`config.mk`:
```
export PLATFORM = sky130hd
export DESIGN_NAME = attributes_inverse_flat
export DESIGN_NICKNAME = d
export VERILOG_FILES = /design/src/rtl/attributes_inverse_pkg.sv /design/src/rtl/attributes_inverse_if.sv /design/src/rtl/attributes_inverse_step_acc.sv /design/src/rtl/attributes_inverse.sv /design/src/flat_wrapper.sv
export SDC_FILE = /design/constraint.sdc
export NUM_CORES = 1
export LEC_CHECK = 0
export ABC_AREA = 1
export CAP_MARGIN = 20
export CORE_ASPECT_RATIO = 2
export CORE_MARGIN = 2
export CORE_UTILIZATION = 60
export CTS_BUF_LIST = sky130_fd_sc_hd__clkbuf_2
export DETAILED_ROUTE_END_ITERATION = 8
export PLACE_DENSITY = 0.95
export SKIP_LAST_GASP = 1
export SYNTH_ARGS = -nofsm -noshare
export SYNTH_HDL_FRONTEND = slang
export SYNTH_SLANG_ARGS = --single-unit
```
`constraint.sdc`:
```
create_clock -name CLK -period 4.2 [get_ports CLK]
set_input_delay 0.84 -clock CLK [delete_from_list [all_inputs] [get_ports CLK]]
set_output_delay 0.84 -clock CLK [all_outputs]
set_load 0.02 [all_outputs]
```
`src/rtl/attributes_inverse_pkg.sv`:
```
// Shared types, defaults and the forward reference model for the
// attributes datapath inverse.
package attr_pkg;

  localparam int DEF_NBITS = 8;

  typedef enum logic [1:0] {
    IDLE   = 2'd0,
    SEARCH = 2'd1,
    DONE   = 2'd2
  } state_t;

  // Forward AttributesTest datapath: (a+b)-(a-b)+a*b truncated to nbits.
  // Arithmetic is done at 32 bits; truncation afterwards gives the same
  // result as nbits-wide modular arithmetic for nbits <= 32.
  function automatic logic [31:0] fwd_model(input logic [31:0] a,
                                            input logic [31:0] b,
                                            input int          nbits);
    logic [31:0] r;
    r = (a + b) - (a - b) + a * b;
    if (nbits >= 32) return r;
    return r & ((32'd1 << nbits) - 32'd1);
  endfunction

endpackage

```
`src/rtl/attributes_inverse_if.sv`:
```
// Request/response handshake bundle for the attributes inverse block.
interface attributes_inverse_if #(parameter int NBITS = attr_pkg::DEF_NBITS);
  logic             IN_VALID;
  logic             IN_READY;
  logic [NBITS-1:0] A;
  logic [NBITS-1:0] XOUT;
  logic             OUT_VALID;
  logic             OUT_READY;
  logic [NBITS-1:0] B;
  logic             FOUND;

  // Request source / result consumer side
  modport master (
    output IN_VALID, A, XOUT, OUT_READY,
    input  IN_READY, OUT_VALID, B, FOUND
  );

  // Inverse block side
  modport slave (
    input  IN_VALID, A, XOUT, OUT_READY,
    output IN_READY, OUT_VALID, B, FOUND
  );
endinterface

```
`src/rtl/attributes_inverse_step_acc.sv`:
```
// Candidate/accumulator pair: acc tracks cand*step mod 2^NBITS using adds
// only, so the search needs no multiplier.
module attr_step_acc
  import attr_pkg::*;
#(
  parameter int NBITS = DEF_NBITS
) (
  input  logic             clk,
  input  logic             rst_n,
  input  logic             init,      // load step/target, restart at cand=0
  input  logic             advance,   // move to the next candidate
  input  logic [NBITS-1:0] step_in,
  input  logic [NBITS-1:0] target_in,
  output logic [NBITS-1:0] cand,
  output logic             last,      // cand is the final candidate
  output logic             match      // acc equals target
);

  logic [NBITS-1:0] cand_q, cand_d;
  logic [NBITS-1:0] acc_q, acc_d;
  logic [NBITS-1:0] step_q, step_d;
  logic [NBITS-1:0] target_q, target_d;

  // Next-state: init wins over advance; both wrap modulo 2^NBITS
  always_comb begin
    cand_d   = cand_q;
    acc_d    = acc_q;
    step_d   = step_q;
    target_d = target_q;
    if (init) begin
      cand_d   = '0;
      acc_d    = '0;
      step_d   = step_in;
      target_d = target_in;
    end else if (advance) begin
      cand_d = cand_q + 1'b1;
      acc_d  = acc_q + step_q;
    end
  end

  // Register the pair plus the latched operands
  always_ff @(posedge clk or negedge rst_n) begin
    if (!rst_n) begin
      cand_q   <= '0;
      acc_q    <= '0;
      step_q   <= '0;
      target_q <= '0;
    end else begin
      cand_q   <= cand_d;
      acc_q    <= acc_d;
      step_q   <= step_d;
      target_q <= target_d;
    end
  end

  assign cand  = cand_q;
  assign last  = &cand_q;
  assign match = (acc_q == target_q);

endmodule

```
`src/rtl/attributes_inverse.sv`:
```
// Sequential inverse of XOUT = B*(A+2) mod 2^NBITS: walks B = 0,1,2...
// one per cycle and reports the smallest match, or FOUND=0 on exhaustion.
module attributes_inverse
  import attr_pkg::*;
#(
  parameter int NBITS = DEF_NBITS
) (
  input  logic                 CLK,
  input  logic                 RST_N,
  attributes_inverse_if.slave  bus
);

  state_t           state_q, state_d;
  logic             in_ready_q, in_ready_d;
  logic             out_valid_q, out_valid_d;
  logic [NBITS-1:0] b_q, b_d;
  logic             found_q, found_d;

  logic             sa_init;
  logic             sa_advance;
  logic [NBITS-1:0] sa_cand;
  logic             sa_last;
  logic             sa_match;

  attr_step_acc #(.NBITS(NBITS)) u_step_acc (
    .clk       (CLK),
    .rst_n     (RST_N),
    .init      (sa_init),
    .advance   (sa_advance),
    .step_in   (bus.A + NBITS'(2)),  // wrap of A+2 is intended
    .target_in (bus.XOUT),
    .cand      (sa_cand),
    .last      (sa_last),
    .match     (sa_match)
  );

  // FSM and handshake next-state; match is checked before exhaustion so
  // a solution at the last candidate is still reported
  always_comb begin
    state_d     = state_q;
    in_ready_d  = in_ready_q;
    out_valid_d = out_valid_q;
    b_d         = b_q;
    found_d     = found_q;
    sa_init     = 1'b0;
    sa_advance  = 1'b0;
    case (state_q)
      IDLE: begin
        in_ready_d = 1'b1;
        if (bus.IN_VALID && in_ready_q) begin
          sa_init    = 1'b1;
          in_ready_d = 1'b0;
          state_d    = SEARCH;
        end
      end
      SEARCH: begin
        if (sa_match) begin
          b_d         = sa_cand;
          found_d     = 1'b1;
          out_valid_d = 1'b1;
          state_d     = DONE;
        end else if (sa_last) begin
          b_d         = '0;
          found_d     = 1'b0;
          out_valid_d = 1'b1;
          state_d     = DONE;
        end else begin
          sa_advance = 1'b1;
        end
      end
      DONE: begin
        // No overlap: the next request is taken only from IDLE
        if (out_valid_q && bus.OUT_READY) begin
          out_valid_d = 1'b0;
          in_ready_d  = 1'b1;
          state_d     = IDLE;
        end
      end
      default: begin
        state_d     = IDLE;
        in_ready_d  = 1'b0;
        out_valid_d = 1'b0;
      end
    endcase
  end

  // Control and result registers
  always_ff @(posedge CLK or negedge RST_N) begin
    if (!RST_N) begin
      state_q     <= IDLE;
      in_ready_q  <= 1'b0;
      out_valid_q <= 1'b0;
      b_q         <= '0;
      found_q     <= 1'b0;
    end else begin
      state_q     <= state_d;
      in_ready_q  <= in_ready_d;
      out_valid_q <= out_valid_d;
      b_q         <= b_d;
      found_q     <= found_d;
    end
  end

  assign bus.IN_READY  = in_ready_q;
  assign bus.OUT_VALID = out_valid_q;
  assign bus.B         = b_q;
  assign bus.FOUND     = found_q;

endmodule
```
`src/flat_wrapper.sv`:
```
// flat-port wrapper written by rule: the top's interface ports become plain ports
module attributes_inverse_flat import attr_pkg::*;
#(
  parameter int NBITS = DEF_NBITS
)
  (CLK, RST_N, bus_IN_VALID, bus_A, bus_XOUT, bus_OUT_READY, bus_IN_READY, bus_OUT_VALID, bus_B, bus_FOUND);
  attributes_inverse_if #(.NBITS(NBITS)) bus_i ();
  input  logic CLK;
  input  logic RST_N;
  input wire logic [$bits(bus_i.IN_VALID)-1:0] bus_IN_VALID;
  input wire logic [$bits(bus_i.A)-1:0] bus_A;
  input wire logic [$bits(bus_i.XOUT)-1:0] bus_XOUT;
  input wire logic [$bits(bus_i.OUT_READY)-1:0] bus_OUT_READY;
  output wire logic [$bits(bus_i.IN_READY)-1:0] bus_IN_READY;
  output wire logic [$bits(bus_i.OUT_VALID)-1:0] bus_OUT_VALID;
  output wire logic [$bits(bus_i.B)-1:0] bus_B;
  output wire logic [$bits(bus_i.FOUND)-1:0] bus_FOUND;
  assign bus_i.IN_VALID = bus_IN_VALID;
  assign bus_i.A = bus_A;
  assign bus_i.XOUT = bus_XOUT;
  assign bus_i.OUT_READY = bus_OUT_READY;
  assign bus_IN_READY = bus_i.IN_READY;
  assign bus_OUT_VALID = bus_i.OUT_VALID;
  assign bus_B = bus_i.B;
  assign bus_FOUND = bus_i.FOUND;
  attributes_inverse #(.NBITS(NBITS)) u_core (.CLK(CLK), .RST_N(RST_N), .bus(bus_i));
endmodule
```
======== Yosys cells after proc, flatten, opt, wreduce, memory -nomap -nowiden ========
Cells that the tools add are included.
storage, ports and cells
  word-level logic and storage cells ...... 55
  bits in registers ....................... 45
  output and inout port bits .............. 11
  input port bits ......................... 20
cells by class
  add/subtract/negate cells ............... 3
  bitwise gates (word level) .............. 2
  eq/ne operators ......................... 6
  reduce and logical (&&, ||, !) cells .... 10
  mux-type cells .......................... 25
operators by type and width
  operator                                                                count
  8-bit 2-to-1 mux                                                        6
  1-bit 2-to-1 mux                                                        12
  8-bit by 1-bit adder with 8-bit output (second input constant)          1
  8-bit by 2-bit adder with 8-bit output (second input constant)          1
  8-bit adder                                                             1
  8-bit equality test                                                     1
  2-bit 2-to-1 mux                                                        4
  8-bit AND reduction                                                     1
  1-bit one-hot mux with 3 select lines                                   2
  2-bit one-hot mux with 3 select lines                                   1
  3-bit AND reduction                                                     2
  2-bit by 1-bit != test with 1-bit output (second input constant)        2
  2-bit AND reduction                                                     2
  2-bit nonzero test                                                      2
  3-bit by 1-bit != test with 1-bit output (second input constant)        1
  2-bit by 1-bit equality test with 1-bit output (second input constant)  1
  2-bit equality test (second input constant)                             1
  1-bit logical AND                                                       2
  2-bit zero test                                                         1
  1-bit inverter                                                          2

======== Depth between registers and ports, before layout ========
Gate-level depths: netlist of run 1.
  depth in word-level cells ............... 6
  gate-level depth with buffers ........... 11
  mapped depth without buffers ............ 11

======== Modules after synthesis ========
Synthesis of run 1 repeated with hierarchy kept, for this count alone.
unflattened totals
  cells, all modules ...................... 290
  area, all modules ....................... 2,412.3 µm²
modules (own cells, without submodules)
  module              seq. area each (µm²)  instances  area an instance (µm²)  cells each
  attr_step_acc       800.8                 1          1,721.7                 207
  attributes_inverse  325.3                 1          690.7                   83

======== Worst setup path after synthesis of run 1 ========
No wires, ideal clock.
  path type ............................... input-to-reg
  start ................................... in bus_IN_VALID
  end ..................................... reg u_core.u_step_acc.cand_q[3], in the netlist u_core.u_step_acc.cand[3]
  buffers on the path ..................... 1
  arrival ................................. 1,590 ps
  path slack .............................. 2,493 ps
  cell stages on the path ................. 6
  path through ............................ nand2_1 -> nor3_4 -> clkbuf_1 -> nor2_1 -> nand2_1 -> nand2_1
between the ends
  longest elaborated chain between the ends .. 4
  elaborated cells between the ends (all ways) .. 5
  classes of those cells .................. mux (3); reduce/logical (2)
RTL lines
  what                                                           line                               RTL
  start: declaration                                             flat_wrapper.sv:10                 input wire logic [$bits(bus_i.IN_VALID)-1:0] bus_IN_VALID;
  1-bit logical AND *                                            attributes_inverse.sv:50           if (bus.IN_VALID && in_ready_q) begin
  1-bit 2-to-1 mux *                                             attributes_inverse.sv:50
  1-bit 2-to-1 mux *                                             attributes_inverse.sv:47           case (state_q)
  8-bit 2-to-1 mux / 2-bit nonzero test (equally long branches)  -
  end signal: assignment                                         attributes_inverse_step_acc.sv:49  cand_q <= cand_d;
  end: declaration                                               attributes_inverse_step_acc.sv:19  logic [NBITS-1:0] cand_q, cand_d;
Mark *: on every way between the ends. The rest lies on a longest branch, timed or not.
A chain may end at the register's enable or synchronous reset.

======== Final worst setup path of run 1 ========
  start ................................... reg u_core.b_q[1], in the netlist u_core.bus.B[1]
  end ..................................... out bus_B[1]
RTL lines
  what                      line                      RTL
  start: declaration        attributes_inverse.sv:16  logic [NBITS-1:0] b_q, b_d;
  start signal: assignment  attributes_inverse.sv:93  b_q <= '0;
  start signal: assignment  attributes_inverse.sv:99  b_q <= b_d;
  end: declaration          flat_wrapper.sv:16        output wire logic [$bits(bus_i.B)-1:0] bus_B;
No word-level cell between the ends.

==> impl_results.md, run 1 <==
- Layout Nets: roughly 380
- Synth Flop Type: dfrtp_1
- Max FO, Critical Path: 2
- Initial Utilization: approximately three fifths
- Clock root cell: clkbuf_2
- Syn avg cell area: 7.91 µm²
- Static Leak: 0.00150 µW
- R2R depth: 11
- Total track usage: about 23%
- CORE AREA: ~4000 µm²
- Synthesized area: 2480 µm²
- Clk_skew: 0.0153 ns
- CP startpoint kind: flop
- Worst-path cell chain: clkdlybuf4s50_1
- CP arrival: 1.45 ns
- Post-synthesis simple-gate area fraction: approximately 31%
- Max transition margin: about two thirds
- Sequential area share after synthesis: 45.3%
- 1st-iter DRT viols: approximately 50
- Final Cycle Share: between 50% and 60%
- Register bit count reported by yosys: 45
- Rows: 33
- Via Count: roughly 2000
- Fmax: around 440 MHz
- EDFF count, synth: 0
- Die X: between 40 and 50 µm
- Outcome: completed
- Initial DRT Pass Iterations: 4
- RSZ-0062 raised after global routing: no
- Die H: approximately 95 µm
- CTS tree: yes
- # fillers: 340
- Synth Area in Adders: under 10%
- Top-area cell type share of the netlist area: between 40% and 50%
- Commonest cells in the netlist: nand2_1 (127), dfrtp_1 (45), inv_1 (32)
- Area growth from synthesis to layout: 16.1%
- GPL Wtd Cong: approximately 0.86
- Crit path depth: 1
- Vias in the first global route: 2036
- PostCTS Resize Cnt: 0
- Largest family of logic cells by synthesized area: simple AND/OR/NAND/NOR gates
- Fraction of registers with async set/reset: 100%
- TritonCTS Buffers: 5
- DP Wirelength: about 3.6 mm
- Post-CTS Setup Bufs: 0
- Cell count after synthesis: 314
- Grt total ovfl: 0
- # IOs: 31
- Total Power: 2010 µW
- Port buffer count: 30
- Slew of the pin with the lowest slew margin: 0.529 ns
- Max-cap viol count: 0
- Initial antenna violation count: 0
- Setup CP Type: flop to primary output
- Max-slew violations: 0
- Placed insts: 390
- Most common cell in the netlist: nand2_1
- DRC violations left: 0
- Top Family by Delay on Critical Path: buffers and inverters
- Synthesis warning total: 0
- Tmin final: 2.29 ns
- Post-synthesis mux area share: 0%
- Synth cell types: 28
- WP data required: 3.36 ns
- Drt wl/cell: around 12 µm
- Worst min path class: input pin to asynchronous set/reset pin
- Layout cells sized above 1: between 6 and 7%
- Routed WL: approximately 4.8 mm
- Die area: between 4000 and 5000 µm²
- Antenna fix cells: 0
- Antenna-violating nets left: 0
- Post-CTS Hold Buffers: 0
- Max VDD drop: 0.536 mV
- Crit end category: primary output
- Final setup vio count: 0
- Max clock buf depth: 2
- Cell taking the most area after synthesis: dfrtp_1
- Pwr dens: ~700 nW/µm²
- Syn nets: roughly 340
- Critical-path top delay cell: clkdlybuf4s50_1
- Synth Area in XOR/XNOR: ~6.7%
- Final Hold Viols: 0
- Number of vias per cell: 5.11
- TNS Setup: 0 ns
- Critical Path Max Stage Delay: 0.62 ns
- Synth area leaders: dfrtp_1 (45%), nand2_1 (19%), nand3_1 (4.8%), inv_1 (4.8%), ha_1 (4.5%)
- First-pass GRT wire length: between 8 and 9 mm
- Clock latency on the worst-skew pair: ~0.42 ns
- CTS HTree Levels: 2
- Clock sink count: 45
- Synth Area in Compound Gates: under 10%
- Largest net degree at the start of global routing: 46
- Non-Filler Instances: roughly 400
- Clk slew on worst S/H paths: around 0.22 ns
- WP buf/inv: 1
[through the flow]
stage	instance area [µm²]	util, %	setup WS (ns)	hold WS, ns
floorplan	2480	-	2.49	0.446
global placement	2800	69.3	1.75	0.453
detailed placement	2800	69.3	1.69	0.462
CTS	2860	70.7	1.90	0.510
global route	2880	71.2	1.83	0.158
finish	2880	71.2	1.91	0.179
[cells by family after synthesis]
logic type,count (synthesis)
flops,45
buf+inv,41
xor+xnor,19
compound gates,21
fa+ha+maj,10
simple gates,178
[layout make-up]
cell class              count  area, µm²  share of cell area, %
clock inverters             2       35.0                   1.22
repair buffers             32        323                   11.2
inverters                  34        128                   4.43
multi-input cells         228       1180                   41.0
flip-flops and latches     45       1130                   39.1
clock buffers               5       25.0                  0.868
well taps                  52       65.1                   2.26
[power by group]
part           leakage (µW)  internal (µW)  switching [µW]
logic              0.000888            421             581
registers          0.000574            611             156
clock network     0.0000388           96.6             141
[final timing paths]
path	slack, ns	startpoint	to
max in group asynchronous	3.60	RST_N	u_core.u_step_acc.target_q[4]
worst min-delay path	0.18	RST_N	u_core.u_step_acc.target_q[3]
worst max register to register	2.43	u_core.u_step_acc.acc_q[0]	u_core.u_step_acc.acc_q[6]
min in group CLK	0.50	u_core.bus.FOUND	u_core.bus.FOUND
worst min register to register	0.50	u_core.bus.FOUND	u_core.bus.FOUND
worst max-delay path	1.91	u_core.bus.B[1]	bus_B[1]
[layout by cell type, fill, tap and decap left out, types with 2 or more instances in the layout]
master           synthesis  final
nand2_1                127    127
dfrtp_1                 45     45
inv_1                   32     32
clkdlybuf4s50_1          0     29
nand3_1                 24     24
nor2_1                  14     14
o21ai_0                 13     13
xnor2_1                 10     10
xor2_1                   9      9
ha_1                     9      9
clkbuf_2                 0      5
a21oi_1                  4      4
o21ai_1                  3      3
inv_2                    2      2
nor2_4                   2      2
nand3_2                  2      2
nand4_1                  2      2
[layer usage]
layer	vias to the layer above	wire (µm)	GRT usage (%)	share of wire (%)
met5	-	0	0	0
met4	0	195	13.4	4.0
met3	13	122	2.85	2.5
met2	36	2750	45.9	57
met1	949	1770	21.7	37
li1	1037	-	-	-
[registers in the layout, indices dropped and copies added, names as in the netlist]
name	count
u_core.bus.B	8
u_core.state_q	2
u_core.u_step_acc.step_q	8
u_core.u_step_acc.acc_q	8
u_core.u_step_acc.cand	8
u_core.bus.OUT_VALID	1
u_core.bus.IN_READY	1
u_core.bus.FOUND	1
u_core.u_step_acc.target_q	8
(Power assumes the default switching activity.)
==> run 2: changes to the inputs <==
--- a/config.mk
+++ b/config.mk
@@ -9,10 +9,10 @@
 export CAP_MARGIN = 20
 export CORE_ASPECT_RATIO = 2
 export CORE_MARGIN = 2
-export CORE_UTILIZATION = 60
+export CORE_UTILIZATION = 57
 export CTS_BUF_LIST = sky130_fd_sc_hd__clkbuf_2
 export DETAILED_ROUTE_END_ITERATION = 8
-export PLACE_DENSITY = 0.95
+export PLACE_DENSITY = 0.94
 export SKIP_LAST_GASP = 1
 export SYNTH_ARGS = -nofsm -noshare
 export SYNTH_HDL_FRONTEND = slang
==> constraint.sdc (replaced) <==
create_clock -name CLK -period 2.3 [get_ports CLK]
set_input_delay 0.46 -clock CLK [delete_from_list [all_inputs] [get_ports CLK]]
set_output_delay 0.46 -clock CLK [all_outputs]
set_load 0.02 [all_outputs]
==> run 2 against run 1 <==
Combinational power increased by 84%. Register-to-register slack got worse by 1.9 ns. Total power increased by 77%. Wire length increased by 1.5%. Worst setup slack got worse by 1.5 ns. Cell area decreased by 1.0%. Utilization decreased by 4.2 points. Clock skew increased by 0.0049 ns. Critical path depth unchanged. Critical path type unchanged. Critical endpoint is now bus_B[0]. Largest power group unchanged.
==> impl_results.md, run 2 (synthesis gave the netlist of run 1 again) <==
- Outcome: completed
- CTS HTree Levels: 2 (unchanged)
- Worst Slack Setup Final: 0.389 ns (-1.52 ns)
- GPL Wtd Cong: 0.817 (-4.5%)
- Clk slew on worst S/H paths: 0.21 ns (about the same)
- # IOs: 31 (unchanged)
- First-pass GRT wire length: 8.65 mm (+2.8%)
- Number of vias per cell: 5.24 (+2.5%)
- Post-CTS Setup Bufs: 0 (unchanged)
- Clock sink count: 45 (unchanged)
- PostCTS Resize Cnt: 0 (unchanged)
- Grt total ovfl: 0 (unchanged)
- Fmax: 523 MHz
- WP data required: 1.84 ns (-1.52 ns)
- WP buf/inv: 1 (unchanged)
- Initial DRT Pass Iterations: 4 (unchanged)
- 1st-iter DRT viols: 40 (-22%)
- Initial antenna violation count: 0 (unchanged)
- Die H: 97.4 µm (+2.5%)
- Area growth from synthesis to layout: 14.9%
- Max-slew violations: 0 (unchanged)
- Total track usage: 22.5% (-0.64 points)
- Pre-CTS setup slack: 0.376 ns (-1.31 ns)
- Max clock buf depth: 2 (unchanged)
- Top Family by Delay on Critical Path: buffers and inverters
- Reg2reg setup slack: 0.57 ns (-1.86 ns)
- DP Wirelength: 3.72 mm (+3.4%)
- CP arrival: 1.45 ns (about the same)
- RSZ-0062 raised after global routing: no
- Drt wl/cell: 12.2 µm (+0.77%)
- Max VDD drop: 0.691 mV (+29%)
- Max transition margin: 56.5% (-8.2 points)
- Static Leak: 0.00149 µW (-0.81%)
- Final Hold Viols: 0 (unchanged)
- Setup CP Type: flop to primary output
- CORE AREA: 4250 µm² (+5.1%)
- Initial Utilization: 58.4% (-3.0 points)
- TritonCTS Buffers: 5 (unchanged)
- Clock root cell: clkbuf_2
- Layout Nets: 377 (+0.27%)
- Port buffer count: 30 (unchanged)
- Critical Path Max Stage Delay: 0.62 ns (about the same)
- Vias in the first global route: 2069 (+1.6%)
- Tmin final: 1.91 ns
- Worst-path cell chain: clkdlybuf4s50_1
- WHS: 0.0381 ns (-0.141 ns)
- Rows: 34 (+3.0%)
- Critical-path top delay cell: clkdlybuf4s50_1
- Crit end category: primary output
- Final Cycle Share: 83.1%
- Max-cap viol count: 0 (unchanged)
- Fin util: 67.1% (-4.2 points)
- Clock latency on the worst-skew pair: 0.41 ns (about the same)
- Via Count: 2102 (+3.3%)
- Max FO, Critical Path: 2 (unchanged)
- Layout cells sized above 1: 6.05% (-0.017 points)
- CP startpoint kind: flop
- Pwr dens: 1240 nW/µm² (+79%)
- Commonest non-fill, non-tap cells in the layout: nand2_1 (127), dfrtp_1 (45), inv_1 (32), clkdlybuf4s50_1 (29), nand3_1 (24)
- Routed WL: 4.91 mm (+1.5%)
- Worst min path class: input pin to asynchronous set/reset pin
- Post-CTS Hold Buffers: 0 (unchanged)
- Clk_skew: 0.0202 ns (+0.00489 ns)
- Placed insts: 394 (+1.0%)
- Final setup vio count: 0 (unchanged)
- # fillers: 361 (+6.2%)
- Non-Filler Instances: 401 (+0.75%)
- Commonest non-fill, non-tap cell in the layout: nand2_1
- Antenna fix cells: 0 (unchanged)
- Die X: 50.7 µm (+2.4%)
- Slew of the pin with the lowest slew margin: 0.652 ns (+0.123 ns)
- Antenna-violating nets left: 0 (unchanged)
- DRC violations left: 0 (unchanged)
- TNS Setup: 0 ns (unchanged)
- CTS tree: yes
- Die area: 4930 µm² (+4.9%)
- Largest net degree at the start of global routing: 36 (-22%)
## run 2: changes by cell type in the layout (fill, tap and decap cells not counted)
cell | previous run | this run
bufinv_16 | 1 | 0
clkinv_1 | 0 | 1
clkinv_2 | 1 | 0
buf_12 | 1 | 0
buf_4 | 1 | 3
clkbuf_2 | 5 | 6
## run 2: layout make-up
cell class,count,area (µm²),area share (%)
multi-input combinational,228,1180,41.4
inverter,34,128,4.47
sequential,45,1130,39.5
tap,54,67.6,2.37
timing repair buffer,33,318,11.1
clock inverter,1,3.75,0.132
clock buffer,6,30.0,1.05
## run 2: routing by layer
| metal | GRT usage [%] | routed length [µm] |
|---|---|---|
| met2 | 40.4 | 2740 |
| met3 | 3.38 | 186 |
| met5 | 0 | 0 |
| met4 | 8.52 | 73 |
| met1 | 25.9 | 1910 |
## run 2: final timing paths
check	start	endpoint	cells past startpoint
worst max-delay path	u_core.bus.B[0]	bus_B[0]	1
worst min-delay path	RST_N	u_core.u_step_acc.target_q[1]	1
worst max register to register	u_core.u_step_acc.acc_q[0]	u_core.u_step_acc.acc_q[6]	11
worst min register to register	u_core.bus.B[4]	u_core.bus.B[4]	2
max in group asynchronous	RST_N	u_core.u_step_acc.step_q[7]	2
min in group CLK	u_core.bus.B[4]	u_core.bus.B[4]	2
## run 2: through the flow
| step | instance area (µm²) | total power [µW] |
|---|---|---|
| 2_1_floorplan | 2480 | 2760 |
| 3_3_place_gp | 2820 | 3100 |
| 3_5_place_dp | 2820 | 3260 |
| 4_1_cts | 2850 | 3560 |
| 5_1_grt | 2850 | 3870 |
| 6_report | 2850 | 3550 |
## run 2: worst reg2reg max path: stages, from the launching register on
cell and delay, ns:
dfrtp_1 0.45, ha_1 0.18, inv_1 0.06, fa_1 0.40, inv_1 0.09, nand4_1 0.12
nand3_1 0.09, nand2_1 0.05, nand2_1 0.06, nor2_1 0.05, nand2_1 0.08, nand2_1 0.05
## run 2: power by group
part,internal (µW),switching [µW]
Sequential,1120,283
Clock,70.8,238
Combinational,768,1070
Total,1950,1590
